`config.mk`:
```
export PLATFORM = sky130hd
export DESIGN_NAME = bus_arbiter_rr_flat
export DESIGN_NICKNAME = d
export VERILOG_FILES = /design/src/rtl/bus_arbiter_rr_if.sv /design/src/rtl/bus_arbiter_rr.sv /design/src/flat_wrapper.sv
export SDC_FILE = /design/constraint.sdc
export NUM_CORES = 1
export LEC_CHECK = 0
export ABC_AREA = 1
export BUFFER_PORTS_ARGS = -buffer_cell sky130_fd_sc_hd__buf_2
export CAP_MARGIN = 5
export CORE_AREA = 5 5 121 123
export CTS_BUF_LIST = sky130_fd_sc_hd__clkbuf_16
export DETAILED_ROUTE_END_ITERATION = 10
export DIE_AREA = 0 0 126 128
export GPL_TIMING_DRIVEN = 0
export SETUP_SLACK_MARGIN = 0.05
export SLEW_MARGIN = 20
export SYNTH_ARGS = -nofsm -noshare
export SYNTH_HDL_FRONTEND = slang
export SYNTH_SLANG_ARGS = --single-unit
```
`constraint.sdc`:
```
create_clock -name i_clk -period 3.25 [get_ports i_clk]
set_input_delay 0.65 -clock i_clk [delete_from_list [all_inputs] [get_ports i_clk]]
set_output_delay 0.65 -clock i_clk [all_outputs]
set_load 0.02 [all_outputs]
```
`src/rtl/bus_arbiter_rr_if.sv`:
```
`default_nettype none
// ============================================================================
// Module   : bus_arbiter_rr_if
// Brief    : Request/response bundle between the bus masters, the round-robin
//            arbiter and the shared slave. Names are from the arbiter's view.
// Revision : 1.0 - initial release
// ============================================================================
interface bus_arbiter_rr_if #(
  parameter int N_MST = 2,
  parameter int ID_W  = 1,
  parameter int DW    = 32,
  parameter int AW    = 32
);
  // Master-facing side
  logic [N_MST-1:0]    i_bus_en;
  logic [N_MST-1:0]    i_wr_rd;
  logic [N_MST*DW-1:0] i_wr_data;
  logic [N_MST*AW-1:0] i_addr;
  logic [N_MST*4-1:0]  i_byte_en;
  logic [N_MST-1:0]    i_atomic;
  logic [N_MST-1:0]    o_ack;
  logic [N_MST-1:0]    o_err;
  logic [N_MST*DW-1:0] o_rd_data;
  // Slave-facing side
  logic                i_ack;
  logic [DW-1:0]       i_rd_data;
  logic                o_bus_en;
  logic                o_wr_en;
  logic [DW-1:0]       o_wr_data;
  logic [AW-1:0]       o_addr;
  logic [3:0]          o_byte_en;
  logic                o_atomic;
  logic [ID_W-1:0]     o_id;
  logic                o_locked;

  // The arbiter is the bus master toward the shared slave
  modport master (
    input  i_bus_en, i_wr_rd, i_wr_data, i_addr, i_byte_en, i_atomic,
    input  i_ack, i_rd_data,
    output o_ack, o_err, o_rd_data,
    output o_bus_en, o_wr_en, o_wr_data, o_addr, o_byte_en, o_atomic, o_id, o_locked
  );

  // Environment view: requesting masters plus the slave model
  modport slave (
    output i_bus_en, i_wr_rd, i_wr_data, i_addr, i_byte_en, i_atomic,
    output i_ack, i_rd_data,
    input  o_ack, o_err, o_rd_data,
    input  o_bus_en, o_wr_en, o_wr_data, o_addr, o_byte_en, o_atomic, o_id, o_locked
  );
endinterface
`default_nettype wire

```
`src/rtl/bus_arbiter_rr.sv`:
```
`default_nettype none
// ============================================================================
// Module   : bus_arbiter_rr
// Brief    : N-master to 1-slave round-robin bus arbiter with atomic locking.
//            Optional watchdog enabled by macro ARB_TIMEOUT_EN.
// Revision : 1.0 - initial release
// ============================================================================
module bus_arbiter_rr #(
  parameter int N_MST   = 2,
  parameter int ID_W    = 1,
  parameter int DW      = 32,
  parameter int AW      = 32,
  parameter int TIMEOUT = 255
) (
  input  wire logic          i_clk,
  input  wire logic          i_rst,
  bus_arbiter_rr_if.master   bus
);

  localparam logic [1:0] S_IDLE = 2'd0;
  localparam logic [1:0] S_BUSY = 2'd1;
  localparam logic [1:0] S_LOCK = 2'd2;

  logic [1:0]      r_state;
  logic [1:0]      w_state_nxt;
  logic [ID_W-1:0] r_grant;
  logic [ID_W-1:0] w_grant_nxt;
  logic [ID_W-1:0] r_rr_ptr;
  logic [ID_W-1:0] w_rr_nxt;
  logic [ID_W-1:0] w_pick;
  logic [ID_W-1:0] w_grant_inc;
  logic            w_found;
  int              w_idx;
  logic            w_sel_bus_en;
  logic            w_sel_wr_rd;
  logic            w_sel_atomic;
  logic [DW-1:0]   w_sel_wr_data;
  logic [AW-1:0]   w_sel_addr;
  logic [3:0]      w_sel_be;
  logic            w_timeout;

  // Round-robin scan starting at r_rr_ptr; indices stay below N_MST
  always_comb begin
    w_pick  = '0;
    w_found = 1'b0;
    w_idx   = 0;
    for (int k = 0; k < N_MST; k++) begin
      w_idx = int'(r_rr_ptr) + k;
      if (w_idx >= N_MST) w_idx = w_idx - N_MST;
      if (!w_found && bus.i_bus_en[w_idx]) begin
        w_found = 1'b1;
        w_pick  = ID_W'(w_idx);
      end
    end
  end

  assign w_grant_inc = (int'(r_grant) == N_MST - 1) ? '0 : r_grant + 1'b1;

  always_comb begin
    w_sel_bus_en  = 1'b0;
    w_sel_wr_rd   = 1'b0;
    w_sel_atomic  = 1'b0;
    w_sel_wr_data = '0;
    w_sel_addr    = '0;
    w_sel_be      = '0;
    for (int i = 0; i < N_MST; i++) begin
      if (int'(r_grant) == i) begin
        w_sel_bus_en  = bus.i_bus_en[i];
        w_sel_wr_rd   = bus.i_wr_rd[i];
        w_sel_atomic  = bus.i_atomic[i];
        w_sel_wr_data = bus.i_wr_data[i*DW +: DW];
        w_sel_addr    = bus.i_addr[i*AW +: AW];
        w_sel_be      = bus.i_byte_en[i*4 +: 4];
      end
    end
  end

`ifdef ARB_TIMEOUT_EN
  logic [15:0] r_cnt;

  // Counter is zero on the first BUSY cycle, so the limit hits on cycle TIMEOUT
  always_ff @(posedge i_clk) begin
    if (!i_rst || r_state != S_BUSY) r_cnt <= '0;
    else if (!bus.i_ack)             r_cnt <= r_cnt + 16'd1;
  end

  assign w_timeout = (r_state == S_BUSY) && w_sel_bus_en && !bus.i_ack &&
                     (r_cnt == 16'(TIMEOUT - 1));
`else
  assign w_timeout = 1'b0;

  if ((TIMEOUT < 1) || (TIMEOUT > 65535)) begin : g_timeout_unused
  end
`endif

  always_ff @(posedge i_clk) begin
    if (!i_rst) begin
      r_state  <= S_IDLE;
      r_grant  <= '0;
      r_rr_ptr <= '0;
    end else begin
      r_state  <= w_state_nxt;
      r_grant  <= w_grant_nxt;
      r_rr_ptr <= w_rr_nxt;
    end
  end

  always_comb begin
    w_state_nxt = r_state;
    w_grant_nxt = r_grant;
    w_rr_nxt    = r_rr_ptr;
    case (r_state)
      S_IDLE: begin
        if (w_found) begin
          w_grant_nxt = w_pick;
          w_state_nxt = S_BUSY;
        end
      end
      S_BUSY: begin
        if (bus.i_ack) begin
          if (w_sel_atomic) begin
            w_state_nxt = S_LOCK;
          end else begin
            w_state_nxt = S_IDLE;
            w_rr_nxt    = w_grant_inc;
          end
        end else if (!w_sel_bus_en || w_timeout) begin
          w_state_nxt = S_IDLE;
          w_rr_nxt    = w_grant_inc;
        end
      end
      S_LOCK: begin
        if (w_sel_bus_en) begin
          w_state_nxt = S_BUSY;
        end else if (!w_sel_atomic) begin
          w_state_nxt = S_IDLE;
          w_rr_nxt    = w_grant_inc;
        end
      end
      default: w_state_nxt = S_IDLE;
    endcase
  end

  // Outputs are gated by reset so an aborted transaction never sees an ack
  always_comb begin
    bus.o_ack     = '0;
    bus.o_err     = '0;
    bus.o_rd_data = '0;
    bus.o_bus_en  = 1'b0;
    bus.o_wr_en   = 1'b0;
    bus.o_wr_data = '0;
    bus.o_addr    = '0;
    bus.o_byte_en = '0;
    bus.o_atomic  = 1'b0;
    bus.o_id      = '0;
    bus.o_locked  = 1'b0;
    if (i_rst) begin
      case (r_state)
        S_BUSY: begin
          bus.o_bus_en  = w_sel_bus_en;
          bus.o_wr_en   = w_sel_wr_rd;
          bus.o_wr_data = w_sel_wr_data;
          bus.o_addr    = w_sel_addr;
          bus.o_byte_en = w_sel_be;
          bus.o_atomic  = w_sel_atomic;
          bus.o_id      = r_grant;
          for (int i = 0; i < N_MST; i++) begin
            if (int'(r_grant) == i) begin
              bus.o_ack[i]              = bus.i_ack | w_timeout;
              bus.o_err[i]              = w_timeout;
              bus.o_rd_data[i*DW +: DW] = bus.i_ack ? bus.i_rd_data : '0;
            end
          end
        end
        S_LOCK: begin
          bus.o_locked = 1'b1;
          bus.o_id     = r_grant;
        end
        default: ;
      endcase
    end
  end

endmodule
`default_nettype wire
```
`src/flat_wrapper.sv`:
```
// flat-port wrapper written by rule: the top's interface ports become plain ports
module bus_arbiter_rr_flat 
#(
  parameter int N_MST   = 2,
  parameter int ID_W    = 1,
  parameter int DW      = 32,
  parameter int AW      = 32,
  parameter int TIMEOUT = 255
)
  (i_clk, i_rst, bus_i_bus_en, bus_i_wr_rd, bus_i_wr_data, bus_i_addr, bus_i_byte_en, bus_i_atomic, bus_i_ack, bus_i_rd_data, bus_o_ack, bus_o_err, bus_o_rd_data, bus_o_bus_en, bus_o_wr_en, bus_o_wr_data, bus_o_addr, bus_o_byte_en, bus_o_atomic, bus_o_id, bus_o_locked);
  bus_arbiter_rr_if #(.N_MST(N_MST), .ID_W(ID_W), .DW(DW), .AW(AW)) bus_i ();
  input  wire logic i_clk;
  input  wire logic i_rst;
  input wire logic [$bits(bus_i.i_bus_en)-1:0] bus_i_bus_en;
  input wire logic [$bits(bus_i.i_wr_rd)-1:0] bus_i_wr_rd;
  input wire logic [$bits(bus_i.i_wr_data)-1:0] bus_i_wr_data;
  input wire logic [$bits(bus_i.i_addr)-1:0] bus_i_addr;
  input wire logic [$bits(bus_i.i_byte_en)-1:0] bus_i_byte_en;
  input wire logic [$bits(bus_i.i_atomic)-1:0] bus_i_atomic;
  input wire logic [$bits(bus_i.i_ack)-1:0] bus_i_ack;
  input wire logic [$bits(bus_i.i_rd_data)-1:0] bus_i_rd_data;
  output wire logic [$bits(bus_i.o_ack)-1:0] bus_o_ack;
  output wire logic [$bits(bus_i.o_err)-1:0] bus_o_err;
  output wire logic [$bits(bus_i.o_rd_data)-1:0] bus_o_rd_data;
  output wire logic [$bits(bus_i.o_bus_en)-1:0] bus_o_bus_en;
  output wire logic [$bits(bus_i.o_wr_en)-1:0] bus_o_wr_en;
  output wire logic [$bits(bus_i.o_wr_data)-1:0] bus_o_wr_data;
  output wire logic [$bits(bus_i.o_addr)-1:0] bus_o_addr;
  output wire logic [$bits(bus_i.o_byte_en)-1:0] bus_o_byte_en;
  output wire logic [$bits(bus_i.o_atomic)-1:0] bus_o_atomic;
  output wire logic [$bits(bus_i.o_id)-1:0] bus_o_id;
  output wire logic [$bits(bus_i.o_locked)-1:0] bus_o_locked;
  assign bus_i.i_bus_en = bus_i_bus_en;
  assign bus_i.i_wr_rd = bus_i_wr_rd;
  assign bus_i.i_wr_data = bus_i_wr_data;
  assign bus_i.i_addr = bus_i_addr;
  assign bus_i.i_byte_en = bus_i_byte_en;
  assign bus_i.i_atomic = bus_i_atomic;
  assign bus_i.i_ack = bus_i_ack;
  assign bus_i.i_rd_data = bus_i_rd_data;
  assign bus_o_ack = bus_i.o_ack;
  assign bus_o_err = bus_i.o_err;
  assign bus_o_rd_data = bus_i.o_rd_data;
  assign bus_o_bus_en = bus_i.o_bus_en;
  assign bus_o_wr_en = bus_i.o_wr_en;
  assign bus_o_wr_data = bus_i.o_wr_data;
  assign bus_o_addr = bus_i.o_addr;
  assign bus_o_byte_en = bus_i.o_byte_en;
  assign bus_o_atomic = bus_i.o_atomic;
  assign bus_o_id = bus_i.o_id;
  assign bus_o_locked = bus_i.o_locked;
  bus_arbiter_rr #(.N_MST(N_MST), .ID_W(ID_W), .DW(DW), .AW(AW), .TIMEOUT(TIMEOUT)) u_core (.i_clk(i_clk), .i_rst(i_rst), .bus(bus_i));
endmodule
```
==> impl_results.md <==
- Cts hold-fix bufs: 0
- ANT cells: 0
- Syn Inst Count: 406
- Area growth from synthesis to layout: 100%
- Final worst-path setup slack: 0.679 ns
- Core footprint: 0.0136 mm2
- Post-synthesis sequential area ratio: 4.27%
- Reg clk slew, reported paths: 0.03 ns
- TritonRoute pass-1 iters: 4
- Die area: 0.0161 mm2
- CTS tree: done
- H-tree Lvls: 1
- DR vias/cell: 3.95
- Syn. warnings: 0
- Vias in the first global route: 3,193
- PortBufs: 314
- Critical path required time: 2.60 ns
- Tmin final: 2.57 ns
- CP max FO: 10
- Setup TNS: 0 ns
- Initial antenna violation count: 0
- Unique masters post-synth: 21
- Area contributors post-synth: nor2_1, nor3_1, inv_1, buf_2, dfxtp_1
- GRT Util Overall: 12.7%
- Vias: 3,567
- Final setup violation count: 0
- R2R Setup Slk: 1.88 ns
- Root buf cell: clkbuf_16
- Worst Skew: 0.00134 ns
- Initial Util: 13.8%
- Post-Route WL: 11.6 mm
- Postcts setup bufs: 0
- Crit path DAT: 1.92 ns
- Slew Limit Fails: 0
- Die extent in y: 128 um
- Post-detail-place hpwl: 9.96 mm
- Worst-Skew Late Latency: 0.22 ns
- Critical path class: flop to primary output
- Mapped Area: 0.00188 mm2
- Final hold vios: 0
- Resized Gates After CTS: 0
- Initial detailed-routing violation count: 175
- HP Class: flop to flop
- Status: complete, no violations
- Final worst path period share: 79.1%
- Share of the synthesized area in the top cell type: 41.8%
- TritonCTS Buffers: 3
- Yosys reg bits: 4
- First-pass GRT wire length: 17.1 mm
- Worst VDD drop: 0.277 mV
- Share of cells above drive strength 1: 49.9%
- CP startpoint kind: flop
- Min-delay src: u_core.r_state[1]
- RSZ-0062 raised after global routing: no
- Gr ovfl total: 0
- Most frequent cells in the layout: buf_2, nor2_1, nor3_1
- DRC Markers: 0
- Total Nets Final: 907
- Largest net degree at the start of global routing: 11
- Clock Path Buffers: 2
- Final Power: 1.17 mW
- Yosys top cell by area: nor2_1
- Avg Inst Size Synth: 4.62 um2
- Hold Path Sink: u_core.r_state[1]
- Number of cells on the worst reg-to-reg path: 10
- ANT nets after route: 0
- Cell area power density: 313 mW/mm2
- Achievable Freq: 389 MHz
- Type of element capturing the critical path: primary output
- Reg-to-Reg Start: u_core.r_state[1]
- Wirelength per Cell: 12.9 um
- Number of placed I/O pins: 318
- CTS Sinks: 4
- DP Worst Slack: 0.771 ns
- Die Wd: 126 um
- Hold Path Depth: 2
- LEAKAGE: 2.57 nW
- Gpl congestion: 0.822
- Commonest non-fill, non-tap cell in the layout: buf_2
- MaxCap Viol Count: 0
- Rows: 43
- Reg2Reg Capture Point: u_core.r_state[0]
==> cells in the mapped netlist <==
cell type,instances
buf_6,7
buf_4,3
nand2_2,6
inv_1,47
o21ai_1,3
nor3_1,68
nor2_4,1
dfxtp_1,4
inv_2,2
nand2_1,16
nor2_2,2
nand3_4,2
o2111ai_1,1
conb_1,1
o21ai_0,2
and2_1,1
ha_1,4
a21oi_1,3
nand3_1,3
nor2_1,209
buf_2,21
==> sequential cells by signal, summed over array words and instances (netlist names) <==
register	count
u_core.r_grant	1
u_core.r_state	2
u_core.r_rr_ptr	1
==> stage by stage <==
stage / utilization (%) / std cells / hold WS (ns) / instance area, um2
4_1_cts: 27.7 / 904 / 0.536 / 3750
6_report: 27.7 / 904 / 0.537 / 3750
5_1_grt: 27.7 / 904 / 0.583 / 3750
3_5_place_dp: 27.1 / 901 / 0.530 / 3680
3_3_place_gp: 27.1 / 901 / 0.521 / 3680
2_1_floorplan: - / 407 / 0.497 / 1880
==> worst max path at each step <==
stage                           start  cells past startpoint  slack [ns]           endpoint
floorplan                       i_rst                      4        1.04      bus_o_addr[0]
finish              u_core.r_state[1]                      6        0.68  bus_o_wr_data[31]
detailed placement              i_rst                      5        0.77      bus_o_addr[8]
global route        u_core.r_state[1]                      6        0.49      bus_o_addr[8]
CTS                 u_core.r_state[1]                      6        0.63      bus_o_addr[8]
global placement                i_rst                      5        0.77      bus_o_addr[8]
==> cells by family (layout without fill, tap and decap cells) <==
group	count (synthesis)	count (layout)	synth area share, %
buffers and inverters	80	397	20.8
AO/OA/AOI/OAI	9	9	2.60
other	1	2	0.200
adder cells (fa/ha/maj)	4	4	2.67
flip-flops	4	4	4.27
AND/OR/NAND/NOR	308	308	69.4
==> area by class of cell <==
type	instances	area (um2)
multi-input cells	323	1410
fillers	1543	9810
well taps	180	225
flip-flops and latches	4	80.1
repair buffers	314	1570
clock buffers	3	75.1
plain buffers	31	206
inverters	49	184
==> critical path, stage by stage (launching register included) <==
cell	delay (ns)
dfxtp_1	0.33
inv_1	0.10
ha_1	0.24
nand2_2	0.21
buf_2	0.26
nor3_1	0.32
buf_2	0.23
==> per-layer routing <==
layer | up-vias | global-route usage (%) | wire [um]
met5 | - | 0 | 0
met4 | 0 | 1.14 | 28
met3 | 4 | 1.88 | 961
met2 | 163 | 23.0 | 5940
met1 | 1539 | 16.7 | 4720
li1 | 1861 | - | -
==> report_power, final <==
group,switching [mW],leakage [nW],total (mW),internal (mW)
logic,0.583,2.50,0.909,0.326
registers,0.0117,0.0331,0.0738,0.0620
clock network,0.0337,0.0370,0.191,0.157
total,0.628,2.57,1.17,0.545
Note: power is estimated with default switching activity, not from simulation.
